$ cat config.mk
export PLATFORM = sky130hd
export DESIGN_NAME = alu_result_buffer
export DESIGN_NICKNAME = d
export VERILOG_FILES = /design/src/rtl/alu_pkg.sv /design/src/rtl/alu_result_fifo.sv /design/src/rtl/alu_result_buffer.sv
export SDC_FILE = /design/constraint.sdc
export NUM_CORES = 1
export LEC_CHECK = 0
export BUFFER_PORTS_ARGS = -buffer_cell sky130_fd_sc_hd__buf_2
export CAP_MARGIN = 10
export CORE_ASPECT_RATIO = 1.2
export CORE_MARGIN = 5
export CORE_UTILIZATION = 43
export CTS_CLUSTER_DIAMETER = 200
export DETAILED_ROUTE_END_ITERATION = 16
export GPL_TIMING_DRIVEN = 0
export PLACE_DENSITY_LB_ADDON = 0.15
export SLEW_MARGIN = 20
export SYNTH_ARGS = -nofsm -noshare
export SYNTH_HDL_FRONTEND = slang
export SYNTH_SLANG_ARGS = --single-unit
$ cat constraint.sdc
create_clock -name clock -period 5.1 [get_ports clock]
set_clock_uncertainty 0.1 [all_clocks]
set_input_delay 1.02 -clock clock [delete_from_list [all_inputs] [get_ports clock]]
set_output_delay 1.02 -clock clock [all_outputs]
set_load 0.01 [all_outputs]
$ cat src/rtl/alu_pkg.sv
// alu_pkg: opcode encodings, entry kinds and opcode classification shared by the ALU result buffer
//   OP_*        4-bit ALU opcodes; 0000 and 1100-1111 are illegal
//   kind_e      FIFO entry kind: KIND_GPR (register-file write) or KIND_HILO (HI/LO retire)
//   op_legal    1 when the opcode produces a result worth queueing
//   op_kind     entry kind for a legal opcode
package alu_pkg;
    localparam logic [3:0] OP_ADD = 4'b0001;
    localparam logic [3:0] OP_SUB = 4'b0010;
    localparam logic [3:0] OP_DIV = 4'b0011;
    localparam logic [3:0] OP_MUL = 4'b0100;
    localparam logic [3:0] OP_AND = 4'b0101;
    localparam logic [3:0] OP_OR  = 4'b0110;
    localparam logic [3:0] OP_XOR = 4'b0111;
    localparam logic [3:0] OP_NOR = 4'b1000;
    localparam logic [3:0] OP_SLL = 4'b1001;
    localparam logic [3:0] OP_SRL = 4'b1010;
    localparam logic [3:0] OP_ROL = 4'b1011;

    typedef enum logic {KIND_GPR, KIND_HILO} kind_e;

    function automatic logic op_legal(input logic [3:0] op);
        return op >= OP_ADD && op <= OP_ROL;
    endfunction

    function automatic kind_e op_kind(input logic [3:0] op);
        return (op == OP_DIV || op == OP_MUL) ? KIND_HILO : KIND_GPR;
    endfunction
endpackage

$ cat src/rtl/alu_result_fifo.sv
// alu_result_fifo: DEPTH-entry circular FIFO with occupancy count
//   clock, clear_n  rising-edge clock, asynchronous active-low reset (empties the FIFO)
//   push, wdata     write wdata at the tail (ignored when full)
//   pop             drop the head entry (ignored when empty)
//   rdata           head entry (undefined while empty)
//   full, empty     occupancy status
//   count           number of stored entries, 0..DEPTH
module alu_result_fifo #(
    parameter int W     = 8,
    parameter int DEPTH = 2
) (
    input  logic                   clock,
    input  logic                   clear_n,
    input  logic                   push,
    input  logic [W-1:0]           wdata,
    input  logic                   pop,
    output logic [W-1:0]           rdata,
    output logic                   full,
    output logic                   empty,
    output logic [$clog2(DEPTH):0] count
);
    localparam int AW = $clog2(DEPTH);

    logic [W-1:0]  r_mem [DEPTH];
    logic [AW-1:0] r_wp;
    logic [AW-1:0] r_rp;
    logic [AW:0]   r_count;
    logic          w_push;
    logic          w_pop;

    assign full   = r_count == (AW+1)'(DEPTH);
    assign empty  = r_count == '0;
    assign count  = r_count;
    assign rdata  = r_mem[r_rp];
    assign w_push = push && !full;
    assign w_pop  = pop && !empty;

    // Power-of-two DEPTH lets the pointers wrap by plain overflow.
    always_ff @(posedge clock or negedge clear_n) begin
        if (!clear_n) begin
            r_wp    <= '0;
            r_rp    <= '0;
            r_count <= '0;
        end else begin
            if (w_push) r_wp <= r_wp + 1'b1;
            if (w_pop) r_rp <= r_rp + 1'b1;
            r_count <= r_count + {{AW{1'b0}}, w_push} - {{AW{1'b0}}, w_pop};
        end
    end

    always_ff @(posedge clock) begin
        if (w_push) r_mem[r_wp] <= wdata;
    end
endmodule

$ cat src/rtl/alu_result_buffer.sv
// alu_result_buffer: queues ALU results; GPR results go to the register-file port, mul/div to HI/LO
//   clock, clear_n            rising-edge clock, asynchronous active-low reset
//   in_valid/in_ready         result handshake; in_ready depends only on occupancy
//   in_op, in_lo, in_hi       opcode and result words (in_hi used by mul/div only)
//   in_rdest                  destination register index
//   out_valid/out_ready       register-file write handshake with out_data, out_rdest
//   hi_q, lo_q, hilo_we       HI/LO registers and their one-cycle update strobe
//   count                     FIFO occupancy
//   op_err                    sticky illegal-opcode flag
//   ALU_RESULT_FLAGS_EN       adds out_zero, out_neg, hilo_zero status outputs
module alu_result_buffer
    import alu_pkg::*;
#(
    parameter int DATA_W  = 32,
    parameter int DEPTH   = 2,
    parameter int RADDR_W = 4
) (
    input  logic                   clock,
    input  logic                   clear_n,
    input  logic                   in_valid,
    output logic                   in_ready,
    input  logic [3:0]             in_op,
    input  logic [DATA_W-1:0]      in_lo,
    input  logic [DATA_W-1:0]      in_hi,
    input  logic [RADDR_W-1:0]     in_rdest,
    output logic                   out_valid,
    input  logic                   out_ready,
    output logic [DATA_W-1:0]      out_data,
    output logic [RADDR_W-1:0]     out_rdest,
    output logic [DATA_W-1:0]      hi_q,
    output logic [DATA_W-1:0]      lo_q,
    output logic                   hilo_we,
`ifdef ALU_RESULT_FLAGS_EN
    output logic                   out_zero,
    output logic                   out_neg,
    output logic                   hilo_zero,
`endif
    output logic [$clog2(DEPTH):0] count,
    output logic                   op_err
);
    typedef struct packed {
        kind_e              kind;
        logic [DATA_W-1:0]  hi;
        logic [DATA_W-1:0]  lo;
        logic [RADDR_W-1:0] rdest;
    } entry_t;

    entry_t            w_in;
    entry_t            w_head;
    logic              w_full;
    logic              w_empty;
    logic              w_accept;
    logic              w_push;
    logic              w_pop;
    logic [DATA_W-1:0] r_hi;
    logic [DATA_W-1:0] r_lo;
    logic              r_err;

    assign in_ready  = !w_full;
    assign w_accept  = in_valid && in_ready;
    // Illegal opcodes complete the handshake but are dropped.
    assign w_push    = w_accept && op_legal(in_op);
    assign w_in      = '{kind: op_kind(in_op), hi: in_hi, lo: in_lo, rdest: in_rdest};
    assign out_valid = !w_empty && w_head.kind == KIND_GPR;
    // A HILO entry never waits on the register file: it retires the cycle it reaches the head.
    assign hilo_we   = !w_empty && w_head.kind == KIND_HILO;
    assign w_pop     = hilo_we || (out_valid && out_ready);
    assign out_data  = out_valid ? w_head.lo : '0;
    assign out_rdest = out_valid ? w_head.rdest : '0;
    assign hi_q      = r_hi;
    assign lo_q      = r_lo;
    assign op_err    = r_err;

`ifdef ALU_RESULT_FLAGS_EN
    assign out_zero  = out_data == '0;
    assign out_neg   = out_data[DATA_W-1];
    assign hilo_zero = r_hi == '0 && r_lo == '0;
`endif

    alu_result_fifo #(.W($bits(entry_t)), .DEPTH(DEPTH)) u_fifo (
        .clock  (clock),
        .clear_n(clear_n),
        .push   (w_push),
        .wdata  (w_in),
        .pop    (w_pop),
        .rdata  (w_head),
        .full   (w_full),
        .empty  (w_empty),
        .count  (count)
    );

    always_ff @(posedge clock or negedge clear_n) begin
        if (!clear_n) begin
            r_hi  <= '0;
            r_lo  <= '0;
            r_err <= 1'b0;
        end else begin
            if (hilo_we) begin
                r_hi <= w_head.hi;
                r_lo <= w_head.lo;
            end
            if (w_accept && !op_legal(in_op)) r_err <= 1'b1;
        end
    end
endmodule

Yosys cells after proc, flatten, opt, wreduce, memory -nomap -nowiden
Memory sizes are Yosys's and may differ from the RTL's.
Cells that the tools add are included.
- shift-type cells: 0
- divide/modulo/power cells: 0
- mux-type cells: 5
- $mul: 0
- add/subtract/negate cells: 4
- bitwise operators: 1
- order comparisons: 2
- reductions and logical operators: 15
- eq/ne operators: 3
- operator list (kind ; count):
    32-bit two-way mux ; 1
    1-bit logical AND ; 9
    4-bit by 2-bit == test with 1-bit output, second input constant ; 1
    4-bit by 3-bit == test with 1-bit output, second input constant ; 1
    4-bit by 1-bit greater-or-equal comparator with 1-bit output, second input constant ; 1
    4-bit less-or-equal comparator, second input constant ; 1
    4-bit two-way mux ; 1
    1-bit logical NOT ; 3
    1-bit two-way mux ; 3
    1-bit adder, second input constant ; 2
    2-bit by 1-bit adder with 2-bit output ; 1
    2-bit == test, second input constant ; 1
    2-bit logical NOT ; 1
    1-bit logical OR ; 2
    2-bit by 1-bit subtractor with 2-bit output ; 1
    1-bit NOT ; 1
- ROM bits: 0
- word-level logic and storage cells: 37
- input bits: 76
- memories: 1
- memory bits (writable): 138
- bits in latches: 0
- register bits: 69
- output and inout bits: 106
- memory list (memory ; depth ; width ; read ports ; clocked after Yosys merged registers in ; write ports ; RTL line ; source):
    u_fifo.r_mem ; 2 ; 69 ; 1 ; 0 ; 1 ; alu_result_fifo.sv:24 ; logic [W-1:0] r_mem [DEPTH];

Longest topological paths before layout
- depth after elaboration: 7
- mapped depth: 9
- gate-level depth less buffers: 7

Cells and area by module
Synthesis repeated with hierarchy kept, for this count alone.
- cell total of the unflattened synthesis: 421
- area, all modules: 8270.4 sq um
- modules (own cells, without submodules) (module ; sequential area each (sq um) ; times used ; cells an instance ; area each (sq um)):
    alu_result_fifo ; 4244.1 ; 1 ; 233 ; 5529.1
    alu_result_buffer ; 1626.6 ; 1 ; 188 ; 2741.4

Least setup slack after synthesis
OpenSTA, ideal clock, no wires.
- kind: input-to-reg
- start point: input port in_op[3]
- end point: memory u_fifo.r_mem[0][0] in the netlist's numbering, enable pin
- arrival: 4.230 ns
- stages on the path: 3
- data required time: 4.503 ns
- setup time: 0.497 ns
- setup slack: 0.273 ns
- path buffers: 0
- path through: nor4_1 -> nand4b_1 -> nor2_1
- word-level cells in the longest chain between the ends: 6
- elaborated cells between the ends (all ways): 7
- those cells by class: 2 x order compare; 2 x mux; 3 x reduce/logical
- ends and longest elaborated chain (element ; RTL line ; source):
    from (decl) ; alu_result_buffer.sv:22 ; input logic [3:0] in_op,
    4-bit by 1-bit greater-or-equal comparator with 1-bit output or 4-bit less-or-equal comparator (tied branches) ; alu_pkg.sv:22 ; return op >= OP_ADD && op <= OP_ROL;
    1-bit logical AND (*) ; alu_pkg.sv:22 ;
    1-bit logical AND (*) ; alu_result_buffer.sv:62 ; assign w_push = w_accept && op_legal(in_op);
    1-bit logical AND (*) ; alu_result_fifo.sv:35 ; assign w_push = push && !full;
    1-bit two-way mux (*) ; alu_result_fifo.sv:52 ; if (w_push) r_mem[r_wp] <= wdata;
    1-bit two-way mux (implied by the code) (*) ; alu_result_fifo.sv:52 ;
    to (decl) ; alu_result_fifo.sv:24 ;
Mark *: on every way between the ends. The rest lies on a longest branch, timed or not.

Worst setup path in the final report
- start point: register u_fifo.r_rp
- end point: output port out_data[16]
- word-level cells in the longest chain between the ends: 4
- ends and longest elaborated chain (element ; RTL line ; source):
    from (decl) ; alu_result_fifo.sv:26 ; logic [AW-1:0] r_rp;
    from (signal assigned) ; alu_result_fifo.sv:46 ; if (w_pop) r_rp <= r_rp + 1'b1;
    memory read 2 x 69 bit (*) ; n/a ;
    1-bit NOT ; alu_result_buffer.sv:64 ; assign out_valid = !w_empty && w_head.kind == KIND_GPR;
    1-bit logical AND ; alu_result_buffer.sv:64 ;
    32-bit two-way mux (*) ; alu_result_buffer.sv:68 ; assign out_data = out_valid ? w_head.lo : '0;
    to (decl) ; alu_result_buffer.sv:28 ; output logic [DATA_W-1:0] out_data,
Marks and branches as above.

==> flow_summary.yaml <==
status:
  status: "complete, no violations"
worst_setup_path:
  path_class: "flop to primary output"
  critPathCaptureType: "primary output"
  crit_arrival_ns: 2.10
  critPathMaxFanout: 10
  cp.required_ns: 3.98
  start_kind: "flop"
worst_hold_path:
  hp-class: "input port to async pin"
clock_network:
  h-tree-depth: 1
  cts_buffers: 22
  cts_hold_repair.buffers: 0
  clock-sinks: 207
  clkLatencyLatePin_ns: 0.50
  cts_tree: "done"
  cts_setup_buffers: 0
  path_clk_slew_ns: 0.07
  cts_resized: 0
  root_buffer: "clkbuf_16"
  clockBufferDepth: 3
logic_synthesis:
  synth_area_per_cell_um2: 17.1
  ys_warn_count: 0
  ys_ff_latch: 207
  synthTopCellsByCount: "edfxtp_1, dfrtp_1, nor2_1"
  yosysSeqAreaShare: 0.736
  synth_enable_flop_cells: 138
  yosys.area.top_type: "edfxtp_1"
  synth.most_common_cell: "edfxtp_1"
  ys_types: 29
  synthArstFlopShare: 0.333
  synth_top_area_share: 0.520
  synthesis.area_um2: 7970
  syn_nets: 543
  syn_inst: 465
  synth_area_leaders: "edfxtp_1, dfrtp_1, mux2_4"
  ys.flop_type: "edfxtp_1"
route:
  ant_nets: 0
  first_pass_iters: 4
  drtIter0Drc: 180
  post_drt_wl_per_cell_um: 18.8
  vias: 4658
  drt_wl_total_um: 17300
  drcViolationCount: 0
  routed_via_density: 5.07
power:
  irDropWorstVdd_v: 0.000320
  p_per_area_nw_per_um2: 633
  cellLeakagePower_nw: 4.19
die:
  pin_count: 182
  die_h_um: 159
  initial_core_util: 0.437
  num_rows: 54
  die-area_um2: 21400
  core_area_um2: 18200
  fp.dieW_um: 134
layout:
  drive_gt1_frac: 0.442
  final_util: 0.550
  fin_area_um2: 10000
  fillCellCount: 1496
  instances_no_fill: 918
  areaGrowthSynthToFinish_pct: 25.8
  nets: 755
global_route:
  grt.total_usage: 0.160
  grt_pass1_vias: 5247
  grt_pass1_wl_um: 27500
  grt_max_degree: 37
  antenna_found_initial: 1
  overflow: 0
sta:
  fin_tns_setup_ns: 0
  hold_viol: 0
  clock.fmax_mhz: 311
  rsz0062_at_grt: "no"
  setup_ws_ns: 1.88
  period_needed_ns: 3.22
  slew_headroom: 0.510
  maxSlewViolCount: 0
  setup_viol: 0
  worst_pin_slew_ns: 0.733
  post-route-period-util: 0.631
placed_design:
  pre_cts_ws_ns: 2.09
  dpl.cell_count: 877
  io_buffers: 181
  dpl_cell_area_um2: 9350
  dpl.hpwl_um: 12300
  place_congestion: 0.763
flow_run:
  cap_viol_max_count: 0
registers in the layout, summed over array words and instances, names as in the netlist:
name and cells:
u_fifo.count 2, lo_q 32, u_fifo.r_wp 1, op_err 1
hi_q 32, u_fifo.r_rp 1, u_fifo.r_mem 138
routing by layer:
layer,global-route usage,vias to the layer above,wire (um)
met5,0,-,0
met4,0.0486,0,400
li1,-,2177,-
met1,0.198,2312,7040
met2,0.273,141,8650
met3,0.0446,28,1200
path summary, 6_finish.rpt:
path / slack, ns / cells after the start / start / to
worst min-delay path: 0.38 / 1 / clear_n / hi_q[24]
worst max-delay path: 1.88 / 6 / u_fifo.r_rp / out_data[16]
max in group asynchronous: 3.94 / 2 / clear_n / lo_q[20]
min in group clock: 0.38 / 1 / op_err / op_err
worst min register to register: 0.38 / 1 / op_err / op_err
worst max register to register: 2.75 / 4 / u_fifo.count[0] / u_fifo.r_mem[1][65]
worst max-delay path: stages, from the launching register on:
cell and delay [ns]:
dfrtp_1 0.32, buf_4 0.17, mux2i_4 0.35, o21ai_2 0.22, buf_2 0.24, nor2_1 0.15, buf_2 0.15
power by group:
| group | switching, W | leakage [nW] | internal [W] | total [W] |
|---|---|---|---|---|
| Combinational | 0.00126 | 1.76 | 0.00109 | 0.00234 |
| Sequential | 0.000208 | 2.09 | 0.00230 | 0.00251 |
| Clock | 0.000608 | 0.335 | 0.000889 | 0.00150 |
| Total | 0.00207 | 4.19 | 0.00427 | 0.00635 |
cell families after synthesis:
kind of cell,after synthesis,synth area share
mux,101,0.152
xor+xnor,4,0.00440
flops,207,0.736
compound gates,69,0.0546
fa+ha+maj,2,0.00314
simple gates,48,0.0253
buf+inv,34,0.0242
cell type report:
| type | count | area, um^2 | share of cell area |
|---|---|---|---|
| clock buffers | 31 | 616 | 0.0614 |
| inverters | 6 | 22.5 | 0.00225 |
| repair buffers | 188 | 1080 | 0.108 |
| plain buffers | 28 | 170 | 0.0170 |
| clock inverters | 9 | 65.1 | 0.00649 |
| diodes | 1 | 2.50 | 0.000250 |
| well taps | 224 | 280 | 0.0279 |
| flip-flops and latches | 207 | 5870 | 0.585 |
| multi-input cells | 224 | 1920 | 0.192 |
per-stage QoR:
stage          hold slack [ns]  total power, W
2_1_floorplan            0.368         0.00401
3_3_place_gp             0.360         0.00483
3_5_place_dp             0.367         0.00493
4_1_cts                  0.382         0.00645
5_1_grt                  0.407         0.00672
6_report                 0.376         0.00635
layout by cell type (no fill, tap or decap), types with 5 or more instances in the layout:
cell	netlist	final
buf_2	10	190
edfxtp_1	138	138
dfrtp_1	69	69
nor2_1	40	38
mux2i_1	36	36
mux2_2	35	35
o31ai_1	32	32
mux2_4	29	29
o21ai_0	29	29
clkbuf_16	0	23
clkbuf_1	9	16
inv_1	6	6
buf_6	5	5
No activity file was read; power rests on OpenSTA's default activity.
